$ cat src/rtl/mem_lsu.sv
// -----------------------------------------------------------------------------
// mem_lsu -- MEM-stage load/store unit of the 5-stage RISC-V core.
//
// Sits between the ex_mem and mem_wb pipeline registers. Memory ops are
// carried out over a byte-wide request/acknowledge data-memory port, one byte
// per transfer, little-endian (lowest address = least significant byte).
// Loads are sign- or zero-extended; non-memory results pass straight through.
// stall_req_o holds the front of the pipeline while an access is in progress.
//
// Optional build macro:
//   MEM_ALIGN_CHK_EN  - when defined, misaligned H/HU/SH and W/SW ops are
//                       rejected without any bus traffic and flagged on an
//                       extra misalign_o output for one cycle. When undefined,
//                       any alignment is handled byte by byte.
//
// Ports:
//   clk          core clock, rising edge
//   rst          asynchronous reset, active low
//   wd_i         destination register index from ex_mem
//   wdata_i      EX result for non-load ops
//   wreg_i       register write enable from ex_mem
//   mem_op_i     0=NONE 1=LB 2=LH 3=LW 4=LBU 5=LHU 6=SB 7=SH 8=SW, others=NONE
//   mem_addr_i   effective byte address
//   mem_sdata_i  store data
//   wd_o         destination register index to mem_wb
//   data_o       write-back data to mem_wb
//   wreg_o       register write enable to mem_wb
//   stall_req_o  freeze IF..EX and ex_mem while high
//   mem_req_o    byte transfer request
//   mem_wr_o     1=write, 0=read (valid with mem_req_o)
//   mem_a_o      byte address (valid with mem_req_o)
//   mem_dout_o   write byte (valid with mem_req_o)
//   mem_din_i    read byte, sampled on the acknowledging clock edge
//   mem_ack_i    transfer complete; ignored while mem_req_o is low
//   misalign_o   (MEM_ALIGN_CHK_EN only) misaligned access rejected this cycle
// -----------------------------------------------------------------------------
module mem_lsu #(
   parameter int ADDR_W     = 32,
   parameter int REG_ADDR_W = 5
) (
   input  logic                  clk,
   input  logic                  rst,
   input  logic [REG_ADDR_W-1:0] wd_i,
   input  logic [31:0]           wdata_i,
   input  logic                  wreg_i,
   input  logic [3:0]            mem_op_i,
   input  logic [ADDR_W-1:0]     mem_addr_i,
   input  logic [31:0]           mem_sdata_i,
   output logic [REG_ADDR_W-1:0] wd_o,
   output logic [31:0]           data_o,
   output logic                  wreg_o,
   output logic                  stall_req_o,
   output logic                  mem_req_o,
   output logic                  mem_wr_o,
   output logic [ADDR_W-1:0]     mem_a_o,
   output logic [7:0]            mem_dout_o,
   input  logic [7:0]            mem_din_i,
   input  logic                  mem_ack_i
`ifdef MEM_ALIGN_CHK_EN
   ,
   output logic                  misalign_o
`endif
);

   localparam logic [3:0] OP_LB  = 4'd1;
   localparam logic [3:0] OP_LH  = 4'd2;
   localparam logic [3:0] OP_LW  = 4'd3;
   localparam logic [3:0] OP_LBU = 4'd4;
   localparam logic [3:0] OP_LHU = 4'd5;
   localparam logic [3:0] OP_SB  = 4'd6;
   localparam logic [3:0] OP_SH  = 4'd7;
   localparam logic [3:0] OP_SW  = 4'd8;

   typedef enum logic [1:0] {
      ST_IDLE   = 2'd0,
      ST_ACCESS = 2'd1,
      ST_DONE   = 2'd2
   } state_t;

   state_t     state_q, state_d;
   logic [1:0] cnt_q, cnt_d;

   // ---------------------------------------------------------------------
   // Op decode
   // ---------------------------------------------------------------------
   logic       is_load;
   logic       is_store;
   logic       is_mem;
   logic [1:0] last_idx;     // index of the final byte: N-1
   logic       misaligned;

   always_comb begin
      is_load  = 1'b0;
      is_store = 1'b0;
      last_idx = 2'd0;
      unique case (mem_op_i)
         OP_LB, OP_LBU: begin is_load  = 1'b1; last_idx = 2'd0; end
         OP_LH, OP_LHU: begin is_load  = 1'b1; last_idx = 2'd1; end
         OP_LW:         begin is_load  = 1'b1; last_idx = 2'd3; end
         OP_SB:         begin is_store = 1'b1; last_idx = 2'd0; end
         OP_SH:         begin is_store = 1'b1; last_idx = 2'd1; end
         OP_SW:         begin is_store = 1'b1; last_idx = 2'd3; end
         default:       begin is_load  = 1'b0; is_store = 1'b0; end
      endcase
      is_mem = is_load | is_store;
   end

`ifdef MEM_ALIGN_CHK_EN
   always_comb begin
      misaligned = 1'b0;
      if (is_mem) begin
         if (last_idx == 2'd1)
            misaligned = mem_addr_i[0];
         else if (last_idx == 2'd3)
            misaligned = (mem_addr_i[1:0] != 2'b00);
      end
   end
`else
   // Without the checker every alignment is legal: bytes are fetched one at
   // a time, so crossing a word boundary needs no special handling.
   assign misaligned = 1'b0;
`endif

   // ---------------------------------------------------------------------
   // Load buffer: one register per byte lane, written when that lane's
   // transfer is acknowledged.
   // ---------------------------------------------------------------------
   logic [3:0]  lane_we;
   logic [31:0] ld_word;

   genvar gi;
   generate
      for (gi = 0; gi < 4; gi++) begin : g_lane
         logic [7:0] byte_q;

         always_ff @(posedge clk or negedge rst) begin
            if (!rst)
               byte_q <= 8'h00;
            else if (lane_we[gi])
               byte_q <= mem_din_i;
         end

         assign ld_word[8*gi +: 8] = byte_q;
      end
   endgenerate

   // Extended load result, consumed in DONE.
   logic [31:0] ld_ext;

   always_comb begin
      ld_ext = ld_word;
      unique case (mem_op_i)
         OP_LB:   ld_ext = {{24{ld_word[7]}},  ld_word[7:0]};
         OP_LBU:  ld_ext = {24'h000000,        ld_word[7:0]};
         OP_LH:   ld_ext = {{16{ld_word[15]}}, ld_word[15:0]};
         OP_LHU:  ld_ext = {16'h0000,          ld_word[15:0]};
         default: ld_ext = ld_word;
      endcase
   end

   // ---------------------------------------------------------------------
   // FSM state register
   // ---------------------------------------------------------------------
   always_ff @(posedge clk or negedge rst) begin
      if (!rst) begin
         state_q <= ST_IDLE;
         cnt_q   <= 2'd0;
      end else begin
         state_q <= state_d;
         cnt_q   <= cnt_d;
      end
   end

   // ---------------------------------------------------------------------
   // FSM next state and outputs (before reset gating)
   // ---------------------------------------------------------------------
   logic [REG_ADDR_W-1:0] wd_c;
   logic [31:0]           data_c;
   logic                  wreg_c;
   logic                  stall_c;
   logic                  req_c;
   logic                  wr_c;
   logic [ADDR_W-1:0]     addr_c;
   logic [7:0]            dout_c;
   logic                  mis_c;

   always_comb begin
      state_d = state_q;
      cnt_d   = cnt_q;
      lane_we = 4'b0000;
      wd_c    = wd_i;
      data_c  = wdata_i;
      wreg_c  = wreg_i;
      stall_c = 1'b0;
      req_c   = 1'b0;
      wr_c    = 1'b0;
      addr_c  = '0;
      dout_c  = 8'h00;
      mis_c   = 1'b0;

      unique case (state_q)
         ST_IDLE: begin
            if (is_mem) begin
               if (misaligned) begin
                  // Rejected in place: the pipeline moves on next cycle.
                  mis_c  = 1'b1;
                  wreg_c = 1'b0;
               end else begin
                  stall_c = 1'b1;
                  wreg_c  = 1'b0;
                  data_c  = 32'h0;
                  state_d = ST_ACCESS;
                  cnt_d   = 2'd0;
               end
            end
         end

         ST_ACCESS: begin
            // Request fields depend only on held inputs and cnt_q, so they
            // stay stable for as long as the memory keeps ack low.
            stall_c = 1'b1;
            wreg_c  = 1'b0;
            data_c  = 32'h0;
            req_c   = 1'b1;
            wr_c    = is_store;
            addr_c  = mem_addr_i + ADDR_W'(cnt_q);
            dout_c  = mem_sdata_i[8*cnt_q +: 8];
            if (mem_ack_i) begin
               if (is_load)
                  lane_we[cnt_q] = 1'b1;
               if (cnt_q == last_idx) begin
                  state_d = ST_DONE;
                  cnt_d   = 2'd0;
               end else begin
                  cnt_d = cnt_q + 2'd1;
               end
            end
         end

         ST_DONE: begin
            // One-cycle result slot; always back to IDLE so the held op
            // cannot start a second time.
            state_d = ST_IDLE;
            if (is_load)
               data_c = ld_ext;
         end

         default: begin
            state_d = ST_IDLE;
         end
      endcase
   end

   // ---------------------------------------------------------------------
   // Outputs are forced to zero for as long as reset is held, including
   // the otherwise combinational pass-through path.
   // ---------------------------------------------------------------------
   assign wd_o        = rst ? wd_c    : '0;
   assign data_o      = rst ? data_c  : 32'h0;
   assign wreg_o      = rst ? wreg_c  : 1'b0;
   assign stall_req_o = rst ? stall_c : 1'b0;
   assign mem_req_o   = rst ? req_c   : 1'b0;
   assign mem_wr_o    = rst ? wr_c    : 1'b0;
   assign mem_a_o     = rst ? addr_c  : '0;
   assign mem_dout_o  = rst ? dout_c  : 8'h00;

`ifdef MEM_ALIGN_CHK_EN
   assign misalign_o  = rst ? mis_c   : 1'b0;
`else
   // mis_c is never set when the checker is absent.
   logic unused_mis;
   assign unused_mis = mis_c;
`endif

endmodule

$ cat config.mk
export PLATFORM = sky130hd
export DESIGN_NAME = mem_lsu
export DESIGN_NICKNAME = d
export VERILOG_FILES = /design/src/rtl/mem_lsu.sv
export SDC_FILE = /design/constraint.sdc
export NUM_CORES = 1
export LEC_CHECK = 0
export ABC_AREA = 1
export BUFFER_PORTS_ARGS = -buffer_cell sky130_fd_sc_hd__buf_2
export CAP_MARGIN = 15
export CORE_MARGIN = 10
export CORE_UTILIZATION = 50
export DETAILED_ROUTE_END_ITERATION = 8
export GPL_ROUTABILITY_DRIVEN = 0
export HOLD_SLACK_MARGIN = 0.08
export PLACE_DENSITY_LB_ADDON = 0.08
export SLEW_MARGIN = 10
export SYNTH_ARGS = -nofsm -noshare
export SYNTH_HDL_FRONTEND = slang
export SYNTH_SLANG_ARGS = --single-unit
$ cat constraint.sdc
create_clock -name clk -period 5.1 [get_ports clk]
set_input_delay 0.255 -clock clk [delete_from_list [all_inputs] [get_ports clk]]
set_output_delay 0.255 -clock clk [all_outputs]
set_load 0.005 [all_outputs]
==> out/qor.csv <==
stage,metric,value,unit
sta,final.setup.tns,0,ns
pwr,p_int,845,µW
worst_setup_path,worstSetupEndpointType,output pin,
logic_synthesis,synthMostInstantiatedCell,nand2_1,
logic_synthesis,yosysTopAreaCellShare,21.9,%
final_layout,stdcell_count,1011,
final_layout,antenna_cells,0,
clock_network,hold_buffers,0,
final_layout,fillerInstances,807,
status,status,"complete, no violations",
logic_synthesis,syn-cell-area,4110,µm²
worst_setup_path,arrival,2.98,ns
pwr,clkPwrFrac,12.7,%
worst_setup_path,crit_fanout,22,
placed_design,place_inst,1002,
global_route,track_usage,23.1,%
final_layout,nets,1032,
die,die_h,111,µm
logic_synthesis,async_flop_share,100,%
final_layout,post-route-util,66.0,%
worst_setup_path,rr_endpoint,g_lane[0].byte_q[3]$_DFFE_PN0P_,
sta,grt_setup_unrepaired,no,
global_route,grt_overflow_total,0,
clock_network,cts.path.max_buffers,2,
clock_network,cts_buffers,5,
sta,setup_viol,0,
worst_setup_path,critPathTopFamily,simple AND/OR/NAND/NOR gates,
pwr,powerDensity,314,nW/µm²
die,fp.dieW,111,µm
worst_setup_path,ff2ff_setup_slack,2.73,ns
sta,fin_worst_skew,0.00918,ns
worst_setup_path,worst_path_largest_cell_delay,0.78,ns
die,die_area,12200,µm²
pwr,switchingPower,780,µW
detailed_routing,antenna_left,0,
pwr,combPwrFrac,58.0,%
detailed_routing,drt_iter0_markers,256,
flow_run,max_cap_viol_count,0,
sta,max_freq,309,MHz
sta,slew_headroom,43.6,%
sta,finalHoldViolCount,0,
detailed_routing,dr.pass1.iters,5,
worst_setup_path,worstReg2RegStart,cnt_q[0]$_DFFE_PN0P_,
logic_synthesis,yosys_warnings,0,
worst_setup_path,r2r_cells,5,
worst_setup_path,critPathKind,flop to output pin,
clock_network,cts_tree,done,
logic_synthesis,syn_inst,734,
logic_synthesis,synth-edff-count,0,
logic_synthesis,synth_common_cells,"nand2_1 (222), nor2_1 (118), inv_1 (70), a21oi_1 (55), o21ai_0 (48)",
global_route,grt_max_degree,46,
sta,maxSlewViolCount,0,
pwr,irDropWorstVdd,186,µV
clock_network,clock-root-buffer,clkbuf_8,
logic_synthesis,synth_area_leader_cell,dfrtp_1,
global_route,grt_pass1_vias,5330,
logic_synthesis,synth_area_leaders,"dfrtp_1 (22%), nand2_1 (20%), nor2_1 (11%)",
detailed_routing,wirelength,15100,µm
logic_synthesis,ys.flop_type,dfrtp_1,
detailed_routing,viasPerCell,5.31,
detailed_routing,wire_per_inst,14.9,µm
clock_network,clock_sinks,36,
clock_network,post_cts_buffers,0,
worst_setup_path,slowest_stage,dfrtp_1,
worst_setup_path,cp-start-kind,flop,
logic_synthesis,synth_area_per_cell,5.59,µm²
detailed_routing,drcViolationCount,0,
pwr,power_frac_seq,29.3,%
die,core.rowCount,32,
logic_synthesis,synth.distinct_cells,38,
sta,post-route-period-util,63.4,%
worst_setup_path,crit_path_cell_trace,ha_1 -> fa_1 -> nand2_1 -> nor2_2 -> inv_1 -> nor2_1 -> nand4_1 -> xor2_1 -> nor3_1 -> buf_2,
clock_network,clkTransAtPathRegs,0.08,ns
clock_network,htree_levels,2,
die,start_util,52.3,%
sta,tightest_slew,0.843,ns
final_layout,syn_to_final_growth,26.2,%
logic_synthesis,synth_seq_cells,36,
clock_network,clock_latency,0.29,ns
placed_design,io_buffers,197,
die,io_pins,198,
logic_synthesis,seq_area_frac_synth,21.9,%
worst_setup_path,cp.required,4.85,ns
worst_hold_path,min_path_type,input pin to asynchronous set/reset pin,
logic_synthesis,synth_nets,858,
detailed_routing,via_count,5373,
placed_design,hpwl,12300,µm
sta,period_needed,3.24,ns
pwr,leakage,0.00289,µW
global_route,grt_pass1_wl,24800,µm
worst_setup_path,path_buf_inv,2,
pwr,netSwitchingFraction,48.0,%
clock_network,cts-resized-gates,0,
die,core_area,7850,µm²
final_layout,layout-drive-gt1-share,25.3,%
global_route,antenna_found_initial,0,
-- metrics by stage --
step                hold WS, ns  worst slack (ns)  cell area, µm²  power [µW]
floorplan               -0.0406              3.15            4110        1090
global placement          0.434              2.06            5080        1400
detailed placement        0.438              1.93            5080        1430
CTS                       0.123              1.85            5160        1630
global route              0.140              1.58            5180        1800
finish                    0.107              1.86            5180        1620
-- worst reg2reg max path: stages, from the launching register on --
cell	delay [ns]
dfrtp_1	0.78
clkinv_1	0.60
ha_1	0.40
nand4_2	0.29
nand2_1	0.10
o21ai_0	0.10
-- routing by layer --
metal	GRT usage (%)	vias to the layer above	wire, µm
li1	-	2719	-
met1	26.0	2405	5970
met2	42.3	231	7660
met3	6.21	18	1250
met4	4.84	0	212
met5	0	-	0
-- layout by cell type (no fill, tap or decap), types with 2 or more instances in the layout --
cell / instances
a21oi_1: 55
a31oi_1: 2
buf_2: 197
buf_4: 2
clkbuf_8: 5
clkinv_2: 2
dfrtp_1: 36
ha_1: 6
inv_1: 70
inv_2: 4
nand2_1: 222
nand2_2: 2
nand3_1: 47
nand3_2: 2
nand4_1: 18
nand4_2: 2
nand4_4: 3
nor2_1: 117
nor2_2: 4
nor2_4: 2
nor3_1: 12
o21a_1: 2
o21ai_0: 48
o21ai_1: 29
or2_2: 2
xor2_1: 5
-- cell type report --
cell class / count / area (µm²) / share of cell area (%)
Multi-Input combinational cell: 590 / 2770 / 53.4
Timing Repair Buffer: 200 / 1020 / 19.6
Sequential cell: 36 / 901 / 17.4
Inverter: 75 / 282 / 5.43
Tap cell: 102 / 128 / 2.46
Clock buffer: 5 / 68.8 / 1.33
Clock inverter: 3 / 18.8 / 0.362
-- kinds of logic (layout without fill, tap and decap cells) --
family,after synthesis,after routing,share of synthesized area (%)
simple gates,437,437,46.2
compound gates,140,140,17.5
buf+inv,108,283,10.7
flops,36,36,21.9
fa+ha+maj,7,7,2.32
xor+xnor,6,6,1.28
-- worst max-delay path by stage --
stage | from | to | slack (ns) | cells after the start
after global routing | cnt_q[0]$_DFFE_PN0P_ | mem_a_o[16] | 1.58 | 10
after detailed placement | mem_op_i[3] | data_o[12] | 1.93 | 10
final | cnt_q[0]$_DFFE_PN0P_ | mem_a_o[16] | 1.86 | 10
after CTS | cnt_q[0]$_DFFE_PN0P_ | mem_a_o[16] | 1.85 | 10
after floorplan | cnt_q[0]$_DFFE_PN0P_ | g_lane[0].byte_q[0]$_DFFE_PN0P_ | 3.15 | 7
after global placement | mem_op_i[3] | data_o[8] | 2.06 | 10
-- sequential cells by signal, indices dropped and copies added, names as in the netlist --
name,cells
state_q,2
g_lane.byte_q,32
cnt_q,2
-- power groups by stage --
stage	Sequential (µW)	Clock, µW	Combinational (µW)
finish	476	206	942
global route	492	223	1090
CTS	475	209	949
detailed placement	480	0	946
global placement	477	0	921
floorplan	444	0	648
(Power assumes the default switching activity.)
